File: src/rtl/noc_axi4_bridge_resp_arb.sv
// Arbitrates the bridge's AXI4 read- and write-response paths onto the single
// NoC response serializer through one registered output slot.
module noc_axi4_bridge_resp_arb #(
    parameter bit          FAIR             = 1'b1,
    parameter int unsigned MSG_HEADER_WIDTH = 192,
    parameter int unsigned AXI4_DATA_WIDTH  = 512
) (
    input  logic                        clk,
    input  logic                        rst_n,
    input  logic [MSG_HEADER_WIDTH-1:0] rd_header_in,
    input  logic [AXI4_DATA_WIDTH-1:0]  rd_data_in,
    input  logic                        rd_val,
    output logic                        rd_rdy,
    input  logic [MSG_HEADER_WIDTH-1:0] wr_header_in,
    input  logic                        wr_val,
    output logic                        wr_rdy,
    output logic [MSG_HEADER_WIDTH-1:0] header_out,
    output logic [AXI4_DATA_WIDTH-1:0]  data_out,
    output logic                        out_val,
    input  logic                        out_rdy,
    output logic                        grant_src
);

    localparam int unsigned HW = MSG_HEADER_WIDTH;
    localparam int unsigned DW = AXI4_DATA_WIDTH;

    logic load_en;
    logic rd_pref;
    logic last_wr;
    logic rd_acc;
    logic wr_acc;

    // Readies ignore the requester's own valid; rd_pref says who wins a tie.
    always_comb begin
        load_en = ~out_val | out_rdy;
        rd_pref = FAIR ? last_wr : 1'b1;
        rd_rdy  = load_en & (~wr_val | rd_pref);
        wr_rdy  = load_en & (~rd_val | ~rd_pref);
        rd_acc  = rd_val & rd_rdy;
        wr_acc  = wr_val & wr_rdy;
    end

    // Output slot and round-robin pointer; payload holds when the slot drains empty.
    always_ff @(posedge clk or negedge rst_n) begin
        if (!rst_n) begin
            header_out <= '0;
            data_out   <= '0;
            grant_src  <= 1'b0;
            out_val    <= 1'b0;
            last_wr    <= 1'b1;
        end else if (rd_acc) begin
            header_out <= rd_header_in;
            data_out   <= rd_data_in;
            grant_src  <= 1'b0;
            out_val    <= 1'b1;
            last_wr    <= 1'b0;
        end else if (wr_acc) begin
            header_out <= wr_header_in;
            data_out   <= DW'(0);
            grant_src  <= 1'b1;
            out_val    <= 1'b1;
            last_wr    <= 1'b1;
        end else if (out_rdy) begin
            out_val    <= 1'b0;
        end
    end

    logic unused_hw;
    assign unused_hw = ^HW'(0);

endmodule
File: config.mk
export PLATFORM = sky130hd
export DESIGN_NAME = noc_axi4_bridge_resp_arb
export DESIGN_NICKNAME = d
export VERILOG_FILES = /design/src/rtl/noc_axi4_bridge_resp_arb.sv
export SDC_FILE = /design/constraint.sdc
export NUM_CORES = 1
export LEC_CHECK = 0
export CAP_MARGIN = 20
export CORE_AREA = 10 10 610 612
export CTS_BUF_LIST = sky130_fd_sc_hd__clkbuf_4 sky130_fd_sc_hd__clkbuf_8 sky130_fd_sc_hd__clkbuf_16
export DETAILED_ROUTE_END_ITERATION = 8
export DIE_AREA = 0 0 620 622
export DONT_BUFFER_PORTS = 1
export PLACE_DENSITY = 0.3
export SYNTH_ARGS = -nofsm -noshare
export SYNTH_HDL_FRONTEND = slang
export SYNTH_SLANG_ARGS = --single-unit
File: constraint.sdc
create_clock -name clk -period 1.85 [get_ports clk]
set_clock_uncertainty 0.2 [all_clocks]
set_input_delay 0.37 -clock clk [delete_from_list [all_inputs] [get_ports clk]]
set_output_delay 0.37 -clock clk [all_outputs]
set_load 0.01 [all_outputs]
=== Yosys cells after proc, flatten, opt, wreduce, memory -nomap -nowiden ===
Cells that the tools add are included.

* Flip-flop bits (word level): 707
* Input bits: 901
* Output and inout port bits: 708
* Logic and storage cells: 27

* Muxes and demuxes: 9
* Bitwise gates (word level): 11
* Reduce and logical (&&, ||, !) cells: 2

{| class="wikitable"
|+ Operators with widths
! operator !! number
|-
| $mux W512 || 2
|-
| $mux W192 || 2
|-
| $mux W1 || 5
|-
| $and A1 B1 Y1 || 4
|-
| $not A1 Y1 || 4
|-
| $or A1 B1 Y1 || 3
|-
| $reduce_bool A3 Y1 || 1
|-
| $reduce_bool A2 Y1 || 1
|}

=== Depth between registers and ports, before layout ===
* Depth in word-level cells: 6
* Gate-level depth with buffers: 8
* Depth with buffers taken out: 3

=== Least setup slack after synthesis ===
Ideal clock, no wire load.

* Kind: reg2out
* From: register last_wr
* To: output port rd_rdy
* Arrival: 1.514 ns
* Required time: 1.280 ns
* Setup slack: -0.234 ns
* Cell stages (with the launch flop): 6
* Path buffers: 3
* Cell sequence: dfstp_2 nand2b_1 clkbuf_1 clkbuf_1 clkbuf_1 and2_1

* Longest elaborated chain between the ends: 2

{| class="wikitable"
|+ Ends and longest elaborated chain
! what !! line !! RTL
|-
| from (decl) || 29 || <nowiki>logic last_wr;</nowiki>
|-
| from (signal assigned) || 50 || <nowiki>last_wr <= 1'b1;</nowiki>
|-
| from (signal assigned) || 56 || <nowiki>last_wr <= 1'b0;</nowiki>
|-
| from (signal assigned) || 62 || <nowiki>last_wr <= 1'b1;</nowiki>
|-
| $or A1 B1 Y1 || 37 || <nowiki>rd_rdy = load_en & (~wr_val | rd_pref);</nowiki>
|-
| $and A1 B1 Y1 || 37 ||
|-
| to (decl) || 13 || <nowiki>output logic rd_rdy,</nowiki>
|}

No other way between the ends.

=== Worst setup path after layout ===
Same ends and word-level chain as after synthesis.

==> metrics.yaml <==
cts_sinks: 707
hold_violations: 351
path_max_fanout: 2
power_density_nw_per_um2: 1020
postPlaceCellArea_sq_um: 34620
arrival_ns: 1.86
fin_crit_ns: 2.426
yosys.area.top_type: "dfrtp_1"
die_h_microns: 622
initial_core_util: 0.07865
synth_nets: 3166
dp_cells: 6952
vias_per_cell: 3.493
seqCellArea_sq_um: 17900
ios: 1609
top_layer: "met5"
fin_area_sq_um: 53670
cts_buffers: 101
fillCellCount: 40090
syn_area_per_cell_sq_um: 12.52
required_ns: 1.28
worst_slack_ns: -0.5755
yosys-top-cells-area: "dfrtp_1, a22o_1, o311ai_0"
track_usage: 0.1537
wl_met1_microns: 120400
gp_congestion: 0.9159
finalSetupViolCount: 1269
grt_max_degree: 708
area_delta_synth_final_pct: 89.24
ys_warn_count: 0
drv_slew: 0
place_hpwl_microns: 255900
reg2reg_depth: 10
min_path_type: "input port to async pin"
pre_cts_ws_ns: -0.4066
cp-end-kind: "output port"
worst_slew_pin_slew_ns: 1.010
dr_wl_met2_microns: 153400
relSlewSlack: 0.3268
row_count: 221
fp.dieW_microns: 620
drive_above_1_share: 0.1768
setup.worst_path.end: "rd_rdy"
drc: 0
rsz0062_at_grt: "yes"
synth_top_area_frac: 0.6230
first_global_vias: 29240
ys_ff_latch: 707
routed-wl-met3_microns: 30080
ant_nets: 0
nets: 4437
worstReg2RegEnd: "data_out[18]$_DFFE_PN0P_"
crit_path_start: "last_wr$_DFFE_PN1P_"
critical_path_class: "register to output port"
cts_tree: "yes"
syn_area_sq_um: 28360
coreArea_sq_um: 360600
worstReg2RegStart: "out_val$_DFFE_PN0P_"
postRouteWirelength_microns: 317300
drv_cap: 0
antenna_found_initial: 332
start_kind: "register"
timing.final.crit_share: 1.311
fmax_mhz: 412.3
ys_seq_area_frac: 0.6239
drt_pass1_iterations: 6
violations: "negative hold slack, negative setup slack"
portBuffers: 0
num_vias: 29820
grt_overflow: 0
clk_latency_ns: 0.82
status: "finished with violations"
rrSetupSlack_ns: -0.46
grt_pass1_wl_microns: 384200
drtIter0Drc: 2531
root_buffer: "clkbuf_16"
synthCells: 2265
cts-htree-levels: 3
yosys.cell_types.count: 21
dieArea_sq_um: 385600
clk_pin_slew_ns: 0.06
max-clock-path-buffers: 4
routedWlPerCell_microns: 37.17
worst_hold_slack_ns: -0.7505
p_leak_nw: 21.66
multi_input_area_sq_um: 8832
fin_setup_tns_ns: -252.62
max-vdd-ir-drop_v: 0.0005615
fin_cells: 8537
[critical path, cell delays in order, from the launching register on]
cell,delay [ns]
dfstp_2,0.53
nand2b_4,0.13
buf_12,0.10
buf_16,0.11
and2_4,0.16
[how the worst min path moves through the flow]
stage | from | to | cells past startpoint
3_3_place_gp | rst_n | data_out[298]$_DFFE_PN0P_ | 0
4_1_cts | rst_n | data_out[152]$_DFFE_PN0P_ | 0
3_5_place_dp | rst_n | data_out[298]$_DFFE_PN0P_ | 0
6_report | rst_n | data_out[298]$_DFFE_PN0P_ | 1
2_1_floorplan | rst_n | data_out[0]$_DFFE_PN0P_ | 0
5_1_grt | rst_n | data_out[298]$_DFFE_PN0P_ | 1
[report_power, final]
group / total, mW / leakage (nW) / switching (mW) / internal (mW)
registers: 22.8 / 8.85 / 5.10 / 17.7
clock network: 21.6 / 1.80 / 8.53 / 13.1
logic: 10.4 / 11.0 / 5.25 / 5.11
[area by class of cell]
| cell class | instances | area share |
|---|---|---|
| Multi-Input combinational cell | 1101 | 0.1646 |
| Sequential cell | 707 | 0.3335 |
| Timing Repair Buffer | 1433 | 0.3036 |
| Antenna cell | 129 | 0.006015 |
| Clock buffer | 131 | 0.05350 |
| Clock inverter | 50 | 0.01364 |
| Tap cell | 4794 | 0.1118 |
| Inverter | 192 | 0.01343 |
[repair_timing]
| item | 4_1_cts | 5_1_grt |
|---|---|---|
| endpoints found under the setup margin | 1395 | 1624 |
| gates cloned | 36 | 34 |
| hold buffers | 1111 | 9 |
| hold endpoints to repair | 1414 | 329 |
| gates resized for setup | 309 | 136 |
| pin swaps | 38 | 4 |
| setup buffers | 59 | 27 |
[metrics by stage]
step,total power [mW],hold slack [ns],utilization
2_1_floorplan,23.28,-0.1256,-
3_3_place_gp,28.58,-0.06540,0.09600
3_5_place_dp,28.61,-0.06461,0.09600
4_1_cts,54.85,-1.014,0.1436
5_1_grt,56.95,-0.7308,0.1484
6_report,54.75,-0.7505,0.1488
[registers in the layout, summed over array words and instances (netlist names)]
name,count
data_out,512
header_out,192
grant_src,1
last_wr,1
out_val,1
[layout by cell type, fill, tap and decap left out, types with 7 or more instances in the layout]
master / count
a22o_1: 512
buf_12: 61
buf_16: 54
buf_4: 122
buf_6: 24
buf_8: 18
bufbuf_16: 9
bufinv_16: 15
clkbuf_16: 126
clkbuf_4: 11
clkbuf_8: 19
clkinv_2: 17
clkinv_4: 7
dfrtp_1: 620
dfrtp_2: 47
dfrtp_4: 39
diode_2: 129
dlygate4sd3_1: 1120
inv_1: 192
inv_6: 7
nand4_1: 192
o21ai_0: 191
o311ai_0: 43
o311ai_1: 99
o311ai_2: 50
[routing by layer]
metal	up-vias	track usage
met1	15370	0.1775
li1	11510	-
met4	128	0.04137
met2	2121	0.2663
met3	686	0.05643
met5	-	0
[Yosys cell counts]
cell,instances
a21oi_1,3
a22o_1,512
a31oi_1,1
and2_1,1
and3_1,1
buf_1,20
buf_2,17
buf_4,2
buf_6,70
clkbuf_1,156
dfrtp_1,706
dfstp_2,1
inv_1,192
nand2_1,1
nand2b_1,2
nand4_1,192
nor2_1,2
nor2b_1,1
o21ai_0,193
o311ai_0,156
o311ai_1,36
[logic make-up after synthesis]
logic type	count (synthesis)	synth area share
AO/OA/AOI/OAI	901	0.2522
AND/OR/NAND/NOR	200	0.04385
buffers and inverters	457	0.08003
flip-flops	707	0.6239
Power figures use the tool's default switching activity.
